[config.mk]
export PLATFORM = sky130hd
export DESIGN_NAME = logic_op_sequencer
export DESIGN_NICKNAME = d
export VERILOG_FILES = /design/src/rtl/logic_op_sequencer.sv
export SDC_FILE = /design/constraint.sdc
export NUM_CORES = 1
export LEC_CHECK = 0
export CAP_MARGIN = 10
export CORE_MARGIN = 3
export CORE_UTILIZATION = 44
export DETAILED_ROUTE_END_ITERATION = 10
export PLACE_DENSITY_LB_ADDON = 0.3
export SLEW_MARGIN = 40
export SYNTH_ARGS = -nofsm -noshare
export SYNTH_HDL_FRONTEND = slang
export SYNTH_SLANG_ARGS = --single-unit
[constraint.sdc]
create_clock -name clk -period 1.85 [get_ports clk]
set_input_delay 0.37 -clock clk [delete_from_list [all_inputs] [get_ports clk]]
set_output_delay 0.37 -clock clk [all_outputs]
set_load 0.03 [all_outputs]
[src/rtl/logic_op_sequencer.sv]
// Operand/opcode sequencer for an external 16-bit logic-gate stage.
// Captures A (+opcode), then B for binary ops, latches the gate result and holds it until consumed.
module logic_op_sequencer (
  input  logic        clk,
  input  logic        rst_n,
  input  logic [15:0] data_in,
  input  logic [2:0]  opcode,
  input  logic        data_valid,
  output logic        data_ready,
  output logic [15:0] a_out,
  output logic [15:0] b_out,
  output logic [2:0]  op_sel,
  input  logic [15:0] gate_result,
  output logic [15:0] result,
  output logic        result_valid,
  input  logic        result_ready,
  output logic        zero_flag,
  output logic        parity_flag,
  output logic [7:0]  op_count
);

  typedef enum logic [1:0] {IDLE, LOAD_B, EXEC, DONE} state_t;

  state_t state, state_nxt;

  always_ff @(posedge clk or negedge rst_n) begin
    if (!rst_n) state <= IDLE;
    else        state <= state_nxt;
  end

  always_comb begin
    state_nxt = state;
    case (state)
      IDLE:    if (data_valid) state_nxt = (opcode[2:1] == 2'b11) ? EXEC : LOAD_B;
      LOAD_B:  if (data_valid) state_nxt = EXEC;
      EXEC:    state_nxt = DONE;
      DONE:    if (result_ready) state_nxt = IDLE;
      default: state_nxt = IDLE;
    endcase
  end

  // Handshake outputs decode the state register only.
  always_comb begin
    data_ready   = (state == IDLE) || (state == LOAD_B);
    result_valid = (state == DONE);
  end

  always_ff @(posedge clk or negedge rst_n) begin
    if (!rst_n) begin
      a_out       <= '0;
      b_out       <= '0;
      op_sel      <= '0;
      result      <= '0;
      zero_flag   <= 1'b0;
      parity_flag <= 1'b0;
      op_count    <= '0;
    end else begin
      case (state)
        IDLE: if (data_valid) begin
          a_out  <= data_in;
          op_sel <= opcode;
          b_out  <= '0;
        end
        LOAD_B: if (data_valid) b_out <= data_in;
        EXEC: begin
          result      <= gate_result;
          zero_flag   <= (gate_result == 16'h0000);
          parity_flag <= ^gate_result;
        end
        DONE: if (result_ready) op_count <= op_count + 8'd1;
        default: ;
      endcase
    end
  end

endmodule
# --- Yosys cells after proc, flatten, opt, wreduce, memory -nomap -nowiden ---
# Index checks and enable logic that the tools add are counted.
op_classes:
  mul: 0
  shifts: 0
  div: 0
  n_bitwise: 0
  n_eq_ne: 7
  n_addsub: 1
  n_mux: 8
  reduce_logical: 9
  magnitude_cmp: 0
ops:
  columns: ["cell", "n"]
  rows:
  - ["16-bit two-way mux", 2]
  - ["16-bit case mux with 2 select lines", 1]
  - ["16-bit zero test", 1]
  - ["16-bit parity", 1]
  - ["8-bit by 1-bit adder with 8-bit output (second input constant)", 1]
  - ["2-bit two-way mux", 4]
  - ["2-bit case mux with 4 select lines", 1]
  - ["2-bit equality test (second input constant)", 3]
  - ["3-bit AND reduction", 2]
  - ["2-bit inequality test (second input constant)", 2]
  - ["2-bit AND reduction", 2]
  - ["2-bit by 1-bit equality test with 1-bit output (second input constant)", 1]
  - ["2-bit zero test", 1]
  - ["2-bit by 1-bit inequality test with 1-bit output (second input constant)", 1]
  - ["2-bit nonzero test", 1]
  - ["1-bit logical OR", 1]
totals:
  input_bits: 39
  romBits: 0
  register_bits: 63
  latchBits: 0
  ramBits: 0
  out_inout_bits: 63
  memories: 0
  elab_cells: 33

# --- Longest topological paths before layout ---
# Gate-level depths: netlist of run 1.
logic_depth:
  word_depth: 4
  mapped_depth: 7
  ltp_nobuf: 6

# --- Worst setup path after synthesis of run 1 ---
# Ideal clock, no wire load.
synth_timing:
  path_kind: "flip-flop to flip-flop"
  from: "reg state[0]"
  to: "reg op_count[5]"
  slack_ps: 273
  setup_time_ps: 133
  required_time_ps: 1717
  n_path_buf: 0
  arrival_ps: 1443
  stages_incl_launch_ff: 6
  cell_sequence: "dfrtp_1 -> ha_1 -> and3_1 -> and3_1 -> nand3_1 -> xnor2_1"
synth_between:
  elab_chain_len: 2
synth_rtl:
  columns: ["element", "line_no", "source"]
  rows:
  - ["start, declared", "24", "state_t state, state_nxt;"]
  - ["start signal, assigned", "28", "else state <= state_nxt;"]
  - ["2-bit equality test", null, null]
  - ["via result_valid", "15", "output logic result_valid,"]
  - ["2-bit AND reduction (no source line)", null, null]
  - ["end signal, assigned", "70", "DONE: if (result_ready) op_count <= op_count + 8'd1;"]
  - ["end, declared", "19", "output logic [7:0] op_count"]
# The timed path passes the listed nets, and every way through them passes these cells.
# A chain may end at the register's enable or synchronous reset.

# --- Worst setup path after layout of run 1 ---
layout_timing:
  from: "reg op_count[0]"
  to: "out op_count[0]"
# No word-level cell between the ends.

==> results of run 1 <==
-- sequential cells by signal, summed over array words and instances, names as in the netlist --
name / cells
b_out: 16
parity_flag: 1
op_count: 8
zero_flag: 1
a_out: 16
result: 16
state: 2
op_sel: 3
-- per-layer routing --
layer  vias to the layer above  share of wire, %  wire length [um]
li1                        893                 -                 -
met1                       910                43              2507
met2                        77                47              2748
met3                         6               8.8               513
met4                         0              0.96                56
met5                         -                 0                 0
-- cells by family after synthesis --
family / count (synthesis)
AOI/OAI and AO/OA: 23
xor gates and xnor gates: 14
adders and majority gates: 13
buffers and inverters: 27
DFF: 63
muxes: 36
and+or+nand+nor: 19
-- what timing repair did --
item	CTS	global route
cloned	0	0
endpoints found under the setup margin	2	2
resized for setup	2	2
-- cell type report --
type / count / area, sq um / area share, %
Timing Repair Buffer: 104 / 1052 / 26.09
Sequential cell: 63 / 1577 / 39.08
Clock buffer: 12 / 155.1 / 3.846
Inverter: 21 / 78.83 / 1.954
Clock inverter: 3 / 42.54 / 1.055
Tap cell: 75 / 93.84 / 2.326
Multi-Input combinational cell: 105 / 1035 / 25.65
-- per-stage QoR --
step | utilization [%] | cell area (sq um) | power [mW] | TNS, ns
3_5_place_dp | 64.18 | 3822 | 6.391 | -0.1236
6_report | 67.73 | 4034 | 7.529 | 0
4_1_cts | 67.52 | 4021 | 7.601 | 0
3_3_place_gp | 64.18 | 3822 | 6.299 | -0.08130
5_1_grt | 67.73 | 4034 | 7.955 | 0
2_1_floorplan | - | 2725 | 4.764 | 0
-- worst paths after layout --
check	startpoint	endpoint	slack, ns
max reg2reg	state[1]$_DFFE_PN0P_	b_out[6]$_DFFE_PN0P_	0.29
min in group clk	op_count[7]$_DFFE_PN0P_	op_count[7]$_DFFE_PN0P_	0.47
min reg2reg	op_count[7]$_DFFE_PN0P_	op_count[7]$_DFFE_PN0P_	0.47
max	op_count[0]$_DFFE_PN0P_	op_count[0]	0.06
min	rst_n	result[12]$_DFFE_PN0P_	0.03
max in group asynchronous	rst_n	parity_flag$_DFFE_PN0P_	1.51
-- layout by cell type (no fill, tap or decap) --
| cell type | synthesis | routed |
|---|---|---|
| dfrtp_1 | 63 | 63 |
| and2_1 | 1 | 1 |
| a22o_1 | 16 | 16 |
| buf_12 | 0 | 2 |
| o32ai_1 | 1 | 1 |
| a21oi_1 | 2 | 2 |
| a311oi_1 | 1 | 1 |
| o22ai_1 | 1 | 1 |
| o21ai_0 | 2 | 2 |
| clkdlybuf4s50_1 | 0 | 97 |
| clkinv_2 | 0 | 1 |
| dlymetal6s2s_1 | 0 | 1 |
| inv_1 | 20 | 20 |
| inv_2 | 1 | 1 |
| clkbuf_1 | 0 | 1 |
| nand3_1 | 7 | 7 |
| mux2_2 | 26 | 26 |
| xor2_1 | 1 | 1 |
| nor2_2 | 1 | 1 |
| ha_4 | 0 | 1 |
| nand2_4 | 2 | 2 |
| ha_1 | 13 | 12 |
| dlygate4sd2_1 | 0 | 1 |
| buf_2 | 2 | 1 |
| bufinv_16 | 0 | 1 |
| xnor2_1 | 13 | 13 |
| buf_4 | 2 | 2 |
| clkinvlp_4 | 0 | 1 |
| nor2_1 | 1 | 1 |
| nand2_1 | 3 | 3 |
| mux2_4 | 10 | 10 |
| nand4_1 | 1 | 1 |
| and3_1 | 3 | 3 |
| clkbuf_8 | 0 | 11 |
-- report_power, final --
| part | switching [mW] | internal, mW | total [mW] |
|---|---|---|---|
| Sequential | 0.349 | 1.98 | 2.33 |
| Combinational | 2.11 | 1.90 | 4.01 |
| Clock | 0.498 | 0.687 | 1.19 |
==> metrics.csv, run 1 <==
stage,metric,value,unit
critical_path,reg2reg path depth,4,
sta,Least-Margin Pin Slew,0.6131,ns
clock_network,Longest Clk Path Bufs,2,
global_route,initial antenna violation count,0,
synth,Mapped Avg Cell Area,13.97,sq um
place,dpl hpwl,4.197,mm
global_route,vias in the first global route,2000,
critical_path,kind of critical path,flop to output port,
sta,Slew headroom,59.12,%
floorplanning,DIE AREA,0.007174,sq mm
clock_network,clk root buf,clkbuf_8,
sta,endpoints failing setup,0,
synth,fraction of registers with async set or reset after synthesis,100.0,%
synth,Synth area leaders,"dfrtp_1 (58%), mux2_2 (11%), ha_1 (6.0%), mux2_4 (5.5%), a22o_1 (5.1%)",
critical_path,crit-path leading delay family,buffers and inverters,
clock_network,hold buffer count at CTS,0,
floorplanning,I/O pins,102,
clock_network,# clock sinks,63,
critical_path,CP bufs+invs,1,
critical_path,crit path max fanout,4,
clock_network,# H-tree levels,3,
global_route,met3 usage,6.183,%
global_route,met1 Use GR,21.69,%
global_route,Most Crowded Layer GR,met2,
critical_path,"Req. time, crit path",1.48,ns
clock_network,TritonCTS Buffers,9,
power_and_ir_drop,Pleak,1.853,nW
sta,f_max,558.3,MHz
synth,Post-Syn Instances,195,
critical_path,largest stage delay on the critical path,0.69,ns
global_route,GR Util met2,26.55,%
global_route,GRT overflow,0,
cells_and_area,share of cells above drive strength 1,19.48,%
synth,multiplexer area fraction after synthesis,16.25,%
drt,DRC viols,0,
sta,"Slew Viols, Final",0,
floorplanning,Die W,84.70,um
sta,RSZ-0062 raised after global routing,false,
global_route,pin count of the biggest net entering global routing,64,
floorplanning,Initial Util,45.76,%
synth,synthesized flop and latch total,63,
power_and_ir_drop,Max rail drop VDD,1.212,mV
power_and_ir_drop,Power Density,1866,mW/mm^2
critical_path,Crit. End Element,output port,
cells_and_area,final net count,356,
synth,Post-Synth Adder-Cell Area,5.969,%
place,dpl ws,-0.1236,ns
place,# port buffers,101,
run_status,outcome,"complete, no violations",
cells_and_area,Fill cells,481,
drt,DR vias,1886,
drt,WL/cell,15.21,um
clock_network,TritonCTS clock tree,built,
global_route,Total GRT Usage,16.94,%
critical_path,Worst Path Arrival,1.42,ns
sta,Final period util,96.82,%
drt,Via density,4.924,
sta,Final Skew,0.01130,ns
synth,simple-gate share of the synthesized area,4.040,%
floorplanning,Core Box Area,0.005956,sq mm
sta,final hold vios,0,
sta,Hold WS,0.03168,ns
synth,Synth top cells by count,"dfrtp_1 (63), mux2_2 (26), inv_1 (20)",
synth,"Net Count, Synth",247,
cells_and_area,area delta synth->final,48.03,%
global_route,global-route wire length before repair,9.680,mm
place,Inst Count DP,368,
clock_network,clock-pin slew on the worst setup and hold paths,0.07,ns
drt,ANT nets after route,0,
synth,"area leader, netlist",dfrtp_1,
synth,post-synthesis compound-gate area fraction,6.749,%
synth,Post-Syn Area,0.002725,sq mm
synth,Yosys cell types,25,
cells_and_area,antenna cell count,0,
synth,most frequent cell after synthesis,dfrtp_1,
synth,Post-synth EDFFs,0,
sta,Final WS setup,0.05881,ns
synth,"Seq/Total Area, Yosys",57.85,%
critical_path,Worst path slowest cell,clkdlybuf4s50_1,
drt,drt pass-1 iters,4,
critical_path,critical path depth,1,
synth,top-area cell type share of the netlist area,57.85,%
drt,drt initial violations,39,
critical_path,critical-path cell list,clkdlybuf4s50_1,
floorplanning,Rows,28,
synth,largest family of logic cells by synthesized area,multiplexers,
drt,Post-Route WL,5.824,mm
clock_network,clk_lat worst skew,0.32,ns
synth,xor and xnor fraction of the mapped netlist area,4.500,%
clock_network,setup bufs post-CTS,0,
place,gpl congestion,0.6807,
cells_and_area,post-route insts no fill,383,
synth,ys flop type,dfrtp_1,
floorplanning,die height,84.70,um
synth,yosys synthesis warning count,0,
sta,Final min period,1.791,ns
critical_path,Critical Path Start Type,flop,
run,max-capacitance violation count,0,
min_path,Min-Delay Path Class,input port to async pin,
(Power assumes the default switching activity.)
==> inputs of run 2 (changes only) <==
Settings changed: CTS_CLUSTER_DIAMETER set to 120.
==> results of run 2 <==
Same layout as run 1: the final DEF is identical, and so are final timing and power.
